===== src/rtl/stack_seq_pkg.sv =====
// Shared encodings for the stack sequencer: command ops, ALU operand selects,
// error codes and FSM states.
package stack_seq_pkg;

    typedef enum logic [1:0] {
        OP_PUSH = 2'b00,
        OP_POP  = 2'b01,
        OP_CALL = 2'b10,
        OP_RET  = 2'b11
    } op_e;

    localparam logic [2:0] SEL_SR_DR   = 3'b000;
    localparam logic [2:0] SEL_MEMDATA = 3'b101;
    localparam logic [2:0] SEL_SP_M1   = 3'b110;
    localparam logic [2:0] SEL_SP      = 3'b111;

    typedef enum logic [1:0] {
        ERR_NONE      = 2'b00,
        ERR_OVERFLOW  = 2'b01,
        ERR_UNDERFLOW = 2'b10,
        ERR_TIMEOUT   = 2'b11
    } err_e;

    typedef enum logic [2:0] {
        ST_IDLE = 3'd0,
        ST_ADDR = 3'd1,
        ST_MEM  = 3'd2,
        ST_WB   = 3'd3,
        ST_DONE = 3'd4
    } state_e;

    // PUSH and CALL write to the stack; POP and RET read from it.
    function automatic logic is_write_op(input op_e op);
        return (op == OP_PUSH) || (op == OP_CALL);
    endfunction

endpackage


===== src/rtl/stack_seq_mem_wait_timer.sv =====
// Memory wait counter: synchronous clear, count enable, terminal-count flag.
module mem_wait_timer #(
    parameter logic [7:0] TIMEOUT = 8'd255
) (
    input  logic clk,
    input  logic rst_n,
    input  logic i_clr,
    input  logic i_en,
    output logic o_tc
);

    logic [7:0] r_count;

    always_ff @(posedge clk or negedge rst_n) begin
        if (!rst_n) begin
            r_count <= 8'd0;
        end else if (i_clr) begin
            r_count <= 8'd0;
        end else if (i_en) begin
            r_count <= r_count + 8'd1;
        end
    end

    assign o_tc = (r_count == TIMEOUT);

endmodule


===== src/rtl/stack_seq.sv =====
// Stack push/pop/call/return micro-sequencer: drives ALU select, memory strobes
// and SP inc/dec for one command at a time, with boundary and timeout aborts.
module stack_seq
    import stack_seq_pkg::*;
#(
    parameter logic [15:0] SP_EMPTY = 16'h0400,
    parameter logic [15:0] SP_LIMIT = 16'h0300,
    parameter logic [7:0]  TIMEOUT  = 8'd255
) (
    input  logic        clk,
    input  logic        rst_n,
    input  logic        cmd_valid,
    input  logic [1:0]  cmd_op,
    output logic        cmd_ready,
    input  logic [15:0] sp,
    input  logic        mem_ready,
    output logic [2:0]  alu_in_sel,
    output logic        addr_latch,
    output logic        mem_wr_en,
    output logic        mem_rd_en,
    output logic        wdata_sel,
    output logic        sp_dec,
    output logic        sp_inc,
    output logic        reg_wr_en,
    output logic        pc_load,
    output logic        done,
    output logic        err,
    output logic [1:0]  err_code
);

    state_e r_state;
    state_e w_state_nxt;
    op_e    r_op;
    op_e    w_op_nxt;
    err_e   r_err;
    err_e   w_err_nxt;

    logic   w_tmr_clr;
    logic   w_tmr_en;
    logic   w_tmr_tc;
    logic   w_wr_op;
    op_e    w_cmd_op;

    assign w_cmd_op = op_e'(cmd_op);
    assign w_wr_op  = is_write_op(r_op);

    mem_wait_timer #(
        .TIMEOUT (TIMEOUT)
    ) u_timer (
        .clk   (clk),
        .rst_n (rst_n),
        .i_clr (w_tmr_clr),
        .i_en  (w_tmr_en),
        .o_tc  (w_tmr_tc)
    );

    always_ff @(posedge clk or negedge rst_n) begin
        if (!rst_n) begin
            r_state <= ST_IDLE;
            r_op    <= OP_PUSH;
            r_err   <= ERR_NONE;
        end else begin
            r_state <= w_state_nxt;
            r_op    <= w_op_nxt;
            r_err   <= w_err_nxt;
        end
    end

    // Next state, latched op/outcome, and the combinational control strobes.
    always_comb begin
        w_state_nxt = r_state;
        w_op_nxt    = r_op;
        w_err_nxt   = r_err;
        w_tmr_clr   = 1'b0;
        w_tmr_en    = 1'b0;
        cmd_ready   = 1'b0;
        alu_in_sel  = SEL_SR_DR;
        addr_latch  = 1'b0;
        mem_wr_en   = 1'b0;
        mem_rd_en   = 1'b0;
        wdata_sel   = 1'b0;
        sp_dec      = 1'b0;
        sp_inc      = 1'b0;
        reg_wr_en   = 1'b0;
        pc_load     = 1'b0;
        done        = 1'b0;
        err         = 1'b0;
        err_code    = ERR_NONE;

        case (r_state)
            ST_IDLE: begin
                cmd_ready = 1'b1;
                if (cmd_valid) begin
                    w_op_nxt = w_cmd_op;
                    if (is_write_op(w_cmd_op) && (sp == SP_LIMIT)) begin
                        w_state_nxt = ST_DONE;
                        w_err_nxt   = ERR_OVERFLOW;
                    end else if (!is_write_op(w_cmd_op) && (sp == SP_EMPTY)) begin
                        w_state_nxt = ST_DONE;
                        w_err_nxt   = ERR_UNDERFLOW;
                    end else begin
                        w_state_nxt = ST_ADDR;
                        w_err_nxt   = ERR_NONE;
                    end
                end
            end

            ST_ADDR: begin
                alu_in_sel  = w_wr_op ? SEL_SP_M1 : SEL_SP;
                addr_latch  = 1'b1;
                w_tmr_clr   = 1'b1;
                w_state_nxt = ST_MEM;
            end

            // Strobes stay up for every MEM cycle; mem_ready beats the timeout.
            ST_MEM: begin
                mem_wr_en = w_wr_op;
                mem_rd_en = !w_wr_op;
                wdata_sel = w_wr_op && (r_op == OP_CALL);
                if (mem_ready) begin
                    sp_dec      = w_wr_op;
                    sp_inc      = !w_wr_op;
                    w_state_nxt = w_wr_op ? ST_DONE : ST_WB;
                end else if (w_tmr_tc) begin
                    w_err_nxt   = ERR_TIMEOUT;
                    w_state_nxt = ST_DONE;
                end else begin
                    w_tmr_en = 1'b1;
                end
            end

            ST_WB: begin
                alu_in_sel  = SEL_MEMDATA;
                reg_wr_en   = (r_op == OP_POP);
                pc_load     = (r_op == OP_RET);
                w_state_nxt = ST_DONE;
            end

            ST_DONE: begin
                done        = 1'b1;
                err         = (r_err != ERR_NONE);
                err_code    = r_err;
                w_state_nxt = ST_IDLE;
            end

            default: begin
                w_state_nxt = ST_IDLE;
            end
        endcase
    end

endmodule


===== config.mk =====
export PLATFORM = sky130hd
export DESIGN_NAME = stack_seq
export DESIGN_NICKNAME = d
export VERILOG_FILES = /design/src/rtl/stack_seq_pkg.sv /design/src/rtl/stack_seq_mem_wait_timer.sv /design/src/rtl/stack_seq.sv
export SDC_FILE = /design/constraint.sdc
export NUM_CORES = 1
export LEC_CHECK = 0
export ABC_AREA = 1
export CORE_UTILIZATION = 30
export CTS_CLUSTER_SIZE = 40
export DETAILED_ROUTE_END_ITERATION = 7
export GPL_TIMING_DRIVEN = 0
export PLACE_DENSITY = 0.69
export RECOVER_POWER = 50
export SLEW_MARGIN = 20
export SYNTH_ARGS = -nofsm -noshare
export SYNTH_HDL_FRONTEND = slang
export SYNTH_HIERARCHICAL = 1
export SYNTH_SLANG_ARGS = --single-unit

===== constraint.sdc =====
create_clock -name clk -period 3.1 [get_ports clk]
set_input_delay 0.465 -clock clk [delete_from_list [all_inputs] [get_ports clk]]
set_output_delay 0.465 -clock clk [all_outputs]
set_load 0.02 [all_outputs]

==> results of run 1 <==
routing by layer:
metal | wire length, µm | vias to the layer above
li1 | - | 544
met1 | 1100 | 450
met2 | 1080 | 20
met3 | 61 | 2
met4 | 21 | 0
met5 | 0 | -
final timing paths:
path | to | from | slack [ps]
worst max register to register | u_timer/r_count[6] | u_timer/r_count[1] | 1000
worst max-delay path | alu_in_sel[1] | r_state[2] | 620
max in group asynchronous | r_op[1] | rst_n | 2000
min in group asynchronous | u_timer/r_count[2] | rst_n | 640
worst min-delay path | u_timer/r_count[4] | u_timer/r_count[4] | 530
worst min register to register | u_timer/r_count[4] | u_timer/r_count[4] | 530
stage by stage:
stage               hold slack, ps  utilization  cells  setup slack [ps]
finish                         533        0.458    232               622
global placement               513        0.459    228               831
detailed placement             516        0.459    228               818
floorplan                      169            -    147              1080
CTS                            540        0.468    232               491
global route                   577        0.458    232               469
worst register-to-register path, stage by stage (launching register included):
cell and delay, ps:
dfrtp_1 410, ha_1 200, nand2_1 110, inv_1 80, and3_1 150, inv_1 50
nand4_1 130, inv_1 100, nor2_1 370, inv_1 150, nand3_1 110, nand2_1 50
nand2_1 60, inv_1 40
state kept, by name, indices dropped and copies added (netlist names):
| register | count |
|---|---|
| r_op | 2 |
| r_err | 2 |
| u_timer/r_count | 8 |
| r_state | 3 |
logic make-up after synthesis:
family / Yosys count
simple gates: 84
buf+inv: 31
fa+ha+maj: 1
compound gates: 16
flops: 15
report_power, final:
| part | switching [µW] | internal [µW] |
|---|---|---|
| sequential | 57.9 | 263 |
| combinational | 377 | 261 |
| clock | 69.4 | 48.0 |
cell usage in the layout, fill, tap and decap left out, types with 2 or more instances in the layout:
cell,n
o21ai_1,2
inv_2,3
nand2_1,25
nor2_2,4
clkdlybuf4s50_1,36
inv_1,26
nand3_1,14
nor3_1,5
nand2_2,2
clkbuf_4,3
dfrtp_1,15
a21oi_1,6
nand2_4,2
a21oi_2,2
a22oi_1,2
o21ai_0,4
nor2_1,27
cell type report:
type                       instances  area (µm²)
fill                             333        1710
multi-input combinational        101         493
sequential                        15         375
timing repair buffer              37         370
inverter                          30         115
tap                               44        55.1
clock buffer                       3        22.5
buffer                             1        7.51
clock inverter                     1        5.00
==> flow_metrics.tcl, run 1 <==
set metrics [dict create \
    synthAdderAreaFrac 0.0122 \
    ys.warnings.count 6 \
    initial_utilization 0.324 \
    synth-edff-count 0 \
    report.final.slew_viol_count 0 \
    max_freq_mhz 404 \
    cts_tree "done" \
    rows 20 \
    final_area_um2 1440 \
    start_kind "register" \
    placed_area_um2 1450 \
    critical_path_depth 5 \
    cts_setup_buffers 0 \
    grt_pass1_wl_um 3750 \
    p_leak_uw 0.000699 \
    syn_area_um2 1020 \
    areaGrowthSynthToFinish_pct 41.2 \
    dpl.hpwl_um 1900 \
    ys_types 23 \
    grt_setup_unrepaired "no" \
    fin_crit_ps 2480 \
    arrival_ps 2010 \
    peakVddDrop_uv 286 \
    num_vias 1016 \
    ys_seq_elements 15 \
    tightest_slew_ps 698 \
    htreeDepth 1 \
    pin_count 38 \
    postRouteAntennaNets 0 \
    synthCells 147 \
    cpMaxStageDelayCell "clkdlybuf4s50_1" \
    crit_family "buffers and inverters" \
    cts_root_buffer "clkbuf_4" \
    antenna_found_initial 0 \
    power_density_nw_per_um2 745 \
    syn-num-nets 170 \
    maxCapViolCount 0 \
    viasPerCell 4.38 \
    yosysTopAreaCellShare 0.367 \
    routabilityCongestion 0.757 \
    grt_pass1_vias 921 \
    postCtsResizedCells 0 \
    synth_top_family_by_area "simple AND/OR/NAND/NOR gates" \
    top_usage_layer "met2" \
    synth_xor_area_frac 0 \
    fin_worst_skew_ps 11.3 \
    synth-compound-area-share 0.104 \
    finalPower_uw 1080 \
    ys_top_cells_by_area "dfrtp_1 37%, inv_1 9.5%, nor2_1 9.2%" \
    clk_latency_ps 290 \
    cts.sinks 15 \
    grt-ovfl-total 0 \
    worstHoldPathCells 2 \
    yosys.area_share.simple 0.397 \
    cpPeakStageDelay_ps 590 \
    period_share 0.799 \
    required_ps 2630 \
    synth_top_area_cell "dfrtp_1" \
    synth_common_cells "26 x inv_1, 25 x nor2_1, 24 x nand2_1" \
    die-area_um2 3650 \
    cts_hold_buf 0 \
    port_buffers 37 \
    path_buf_inv 3 \
    numCtsBuffers 3 \
    drc 0 \
    post_drt_wl_per_cell_um 9.75 \
    slew_headroom 0.533 \
    path_cells "nor2_2 -> inv_1 -> nor2_1 -> buf_4 -> clkdlybuf4s50_1" \
    drtPass1Iterations 6 \
    synth_mux_area_frac 0 \
    syn_avg_cell_area_um2 6.95 \
    critPathMaxFanout 6 \
    layout-drive-gt1-share 0.106 \
    crit_path_end_kind "primary output" \
    hold_path_class "reg2reg" \
    setup_viol 0 \
    nNetsFinal 212 \
    use_met1 0.169 \
    synth.most_common_cell "inv_1" \
    grt_max_degree 16 \
    die_w_um 60.4 \
    synth_flop_cell "dfrtp_1" \
    synth-async-reset-ratio 1.00 \
    clkTransAtPathRegs_ps 100 \
    use_met3 0.00640 \
    use_met2 0.240 \
    antenna_cells 0 \
    clockBufferDepth 2 \
    fin_setup_tns_ps 0 \
    die_h_um 60.4 \
    hold_viol_final 0 \
    drtIter0Drc 50 \
    status "complete, no violations" \
    reg2reg_depth 13 \
    drt_wl_total_um 2260 \
    grtUsageTotal 0.135 \
    crit_type "reg2out" \
    core_um2 3150 \
    ys_seq_area_frac 0.367 \
]
No activity file was read; power rests on OpenSTA's default activity.
==> run 2: changes to the inputs <==
PLACE_DENSITY = 0.71   (was 0.69)
clock period = 2.1 ns   (was 3.1 ns; I/O delays follow)
==> run 2 against run 1 <==
  * Largest cell class unchanged
  * Largest power group unchanged
  * Sequential cell count stayed put
  * Sequential share of layout area is 0.14 points lower
  * Combinational power is 46% higher
  * Highest routed layer unchanged
  * Register-to-register slack worse by 820 ps
  * First-iteration DRC count is 34% lower
==> flow_metrics.tcl, run 2 (synthesized netlist as in run 1, its figures left out) <==
set metrics [dict create \
    status "complete, no violations" \
    dr_wl_met2_um 1220 \
    max_freq_mhz 508 \
    drc 0 \
    reg_top3 "u_timer/r_count: 8 flops, r_state: 3 flops" \
    port_buffers 37 \
    largest_reg_flops 8 \
    maxCapViolCount 0 \
    rows 20 \
    dpl.hpwl_um 1970 \
    num_vias 1036 \
    fin_setup_tns_ps 0 \
    tightest_slew_ps 688 \
    hold_viol_final 0 \
    p_leak_uw 0.000798 \
    drtIter0Drc 33 \
    grt-ovfl-total 0 \
    place_inst 228 \
    power_density_nw_per_um2 1090 \
    cts_tree "done" \
    core_um2 3150 \
    slew_headroom 0.540 \
    viasPerCell 4.45 \
    fillers 353 \
    grt_max_degree 16 \
    hold_path_class "in2async" \
    areaGrowthSynthToFinish_pct 42.5 \
    start_kind "register" \
    crit_path_end_kind "primary output" \
    htreeDepth 1 \
    crit_type "reg2out" \
    antenna_found_initial 0 \
    drtPass1Iterations 4 \
    clockBufferDepth 2 \
    report.final.slew_viol_count 0 \
    critPathMaxFanout 7 \
    drt_wl_total_um 2480 \
    fin_worst_skew_ps 6.55 \
    die-area_um2 3650 \
    grtUsageTotal 0.155 \
    numCtsBuffers 3 \
    period_share 0.937 \
    antenna_cells 0 \
    setup_viol 0 \
    postRouteAntennaNets 0 \
    die_w_um 60.4 \
    regMostFlops "u_timer/r_count" \
    peakVddDrop_uv 346 \
    final_cells 233 \
    required_ps 1780 \
    routabilityCongestion 0.795 \
    drt-met1-wl_um 1170 \
    clk_latency_ps 290 \
    initial_utilization 0.324 \
    cts.sinks 15 \
    fin_crit_ps 1970 \
    die_h_um 60.4 \
    layout-drive-gt1-share 0.143 \
    wl_met3_um 69 \
    clkTransAtPathRegs_ps 100 \
    grt_pass1_wl_um 4200 \
    nNetsFinal 213 \
    post_drt_wl_per_cell_um 10.6 \
    layout_common_cells "25 x inv_1, 25 x nor2_1, 24 x nand2_1, 22 x clkdlybuf4s50_1" \
    dr.max_layer_used "met4" \
    cts_root_buffer "clkbuf_4" \
    arrival_ps 1650 \
    grt_pass1_vias 1003 \
    pin_count 38 \
    final_util 0.462 \
    cts_hold_buf 0 \
]
[run 2: area by class of cell]
cell class | instances | area [µm²] | share of cell area
repair buffers | 38 | 360 | 0.247
inverters | 30 | 115 | 0.0790
well taps | 44 | 55.1 | 0.0378
flip-flops and latches | 15 | 377 | 0.259
multi-input cells | 101 | 514 | 0.353
clock inverters | 1 | 5.00 | 0.00344
clock buffers | 3 | 22.5 | 0.0155
plain buffers | 1 | 7.51 | 0.00515
[run 2: worst max-delay path: stages (launching register included)]
cell and delay (ps):
dfrtp_2 490, inv_2 130, nand2_4 70, inv_4 80
clkdlybuf4s50_1 610
[run 2: report_power, final]
| group | internal, µW | switching, µW |
|---|---|---|
| Combinational | 354 | 580 |
| Clock | 70.7 | 100 |
| Sequential | 390 | 92.7 |
| Total | 815 | 773 |
[run 2: worst paths after layout]
kind	endpoint	startpoint	cells past startpoint	slack (ps)
worst min-delay path	u_timer/r_count[0]	rst_n	1	500
max in group asynchronous	r_state[1]	rst_n	1	1120
worst max-delay path	cmd_ready	r_state[1]	4	130
min in group clk	u_timer/r_count[6]	u_timer/r_count[6]	4	560
worst max register to register	u_timer/r_count[7]	u_timer/r_count[1]	12	180
worst min register to register	u_timer/r_count[6]	u_timer/r_count[6]	4	560
[run 2: per-stage QoR]
stage | worst slack, ps | cell area, µm² | total power [µW] | hold slack [ps]
floorplan | 172 | 1020 | 1140 | 19.4
global placement | -41.6 | 1450 | 1470 | 522
detailed placement | -29.3 | 1450 | 1490 | 534
CTS | 15.7 | 1480 | 1660 | 458
global route | -4.20 | 1460 | 1730 | 552
finish | 133 | 1460 | 1590 | 501
[run 2: repair_timing]
item	CTS	global route
buffers inserted	0	1
hold endpoints to repair	0	0
resized for setup	10	8
endpoints found under the setup margin	7	12
[run 2: metal layers]
layer,track usage,up-vias
met5,0,-
met4,0.0698,0
met3,0.0213,2
met2,0.267,15
met1,0.191,471
li1,-,548
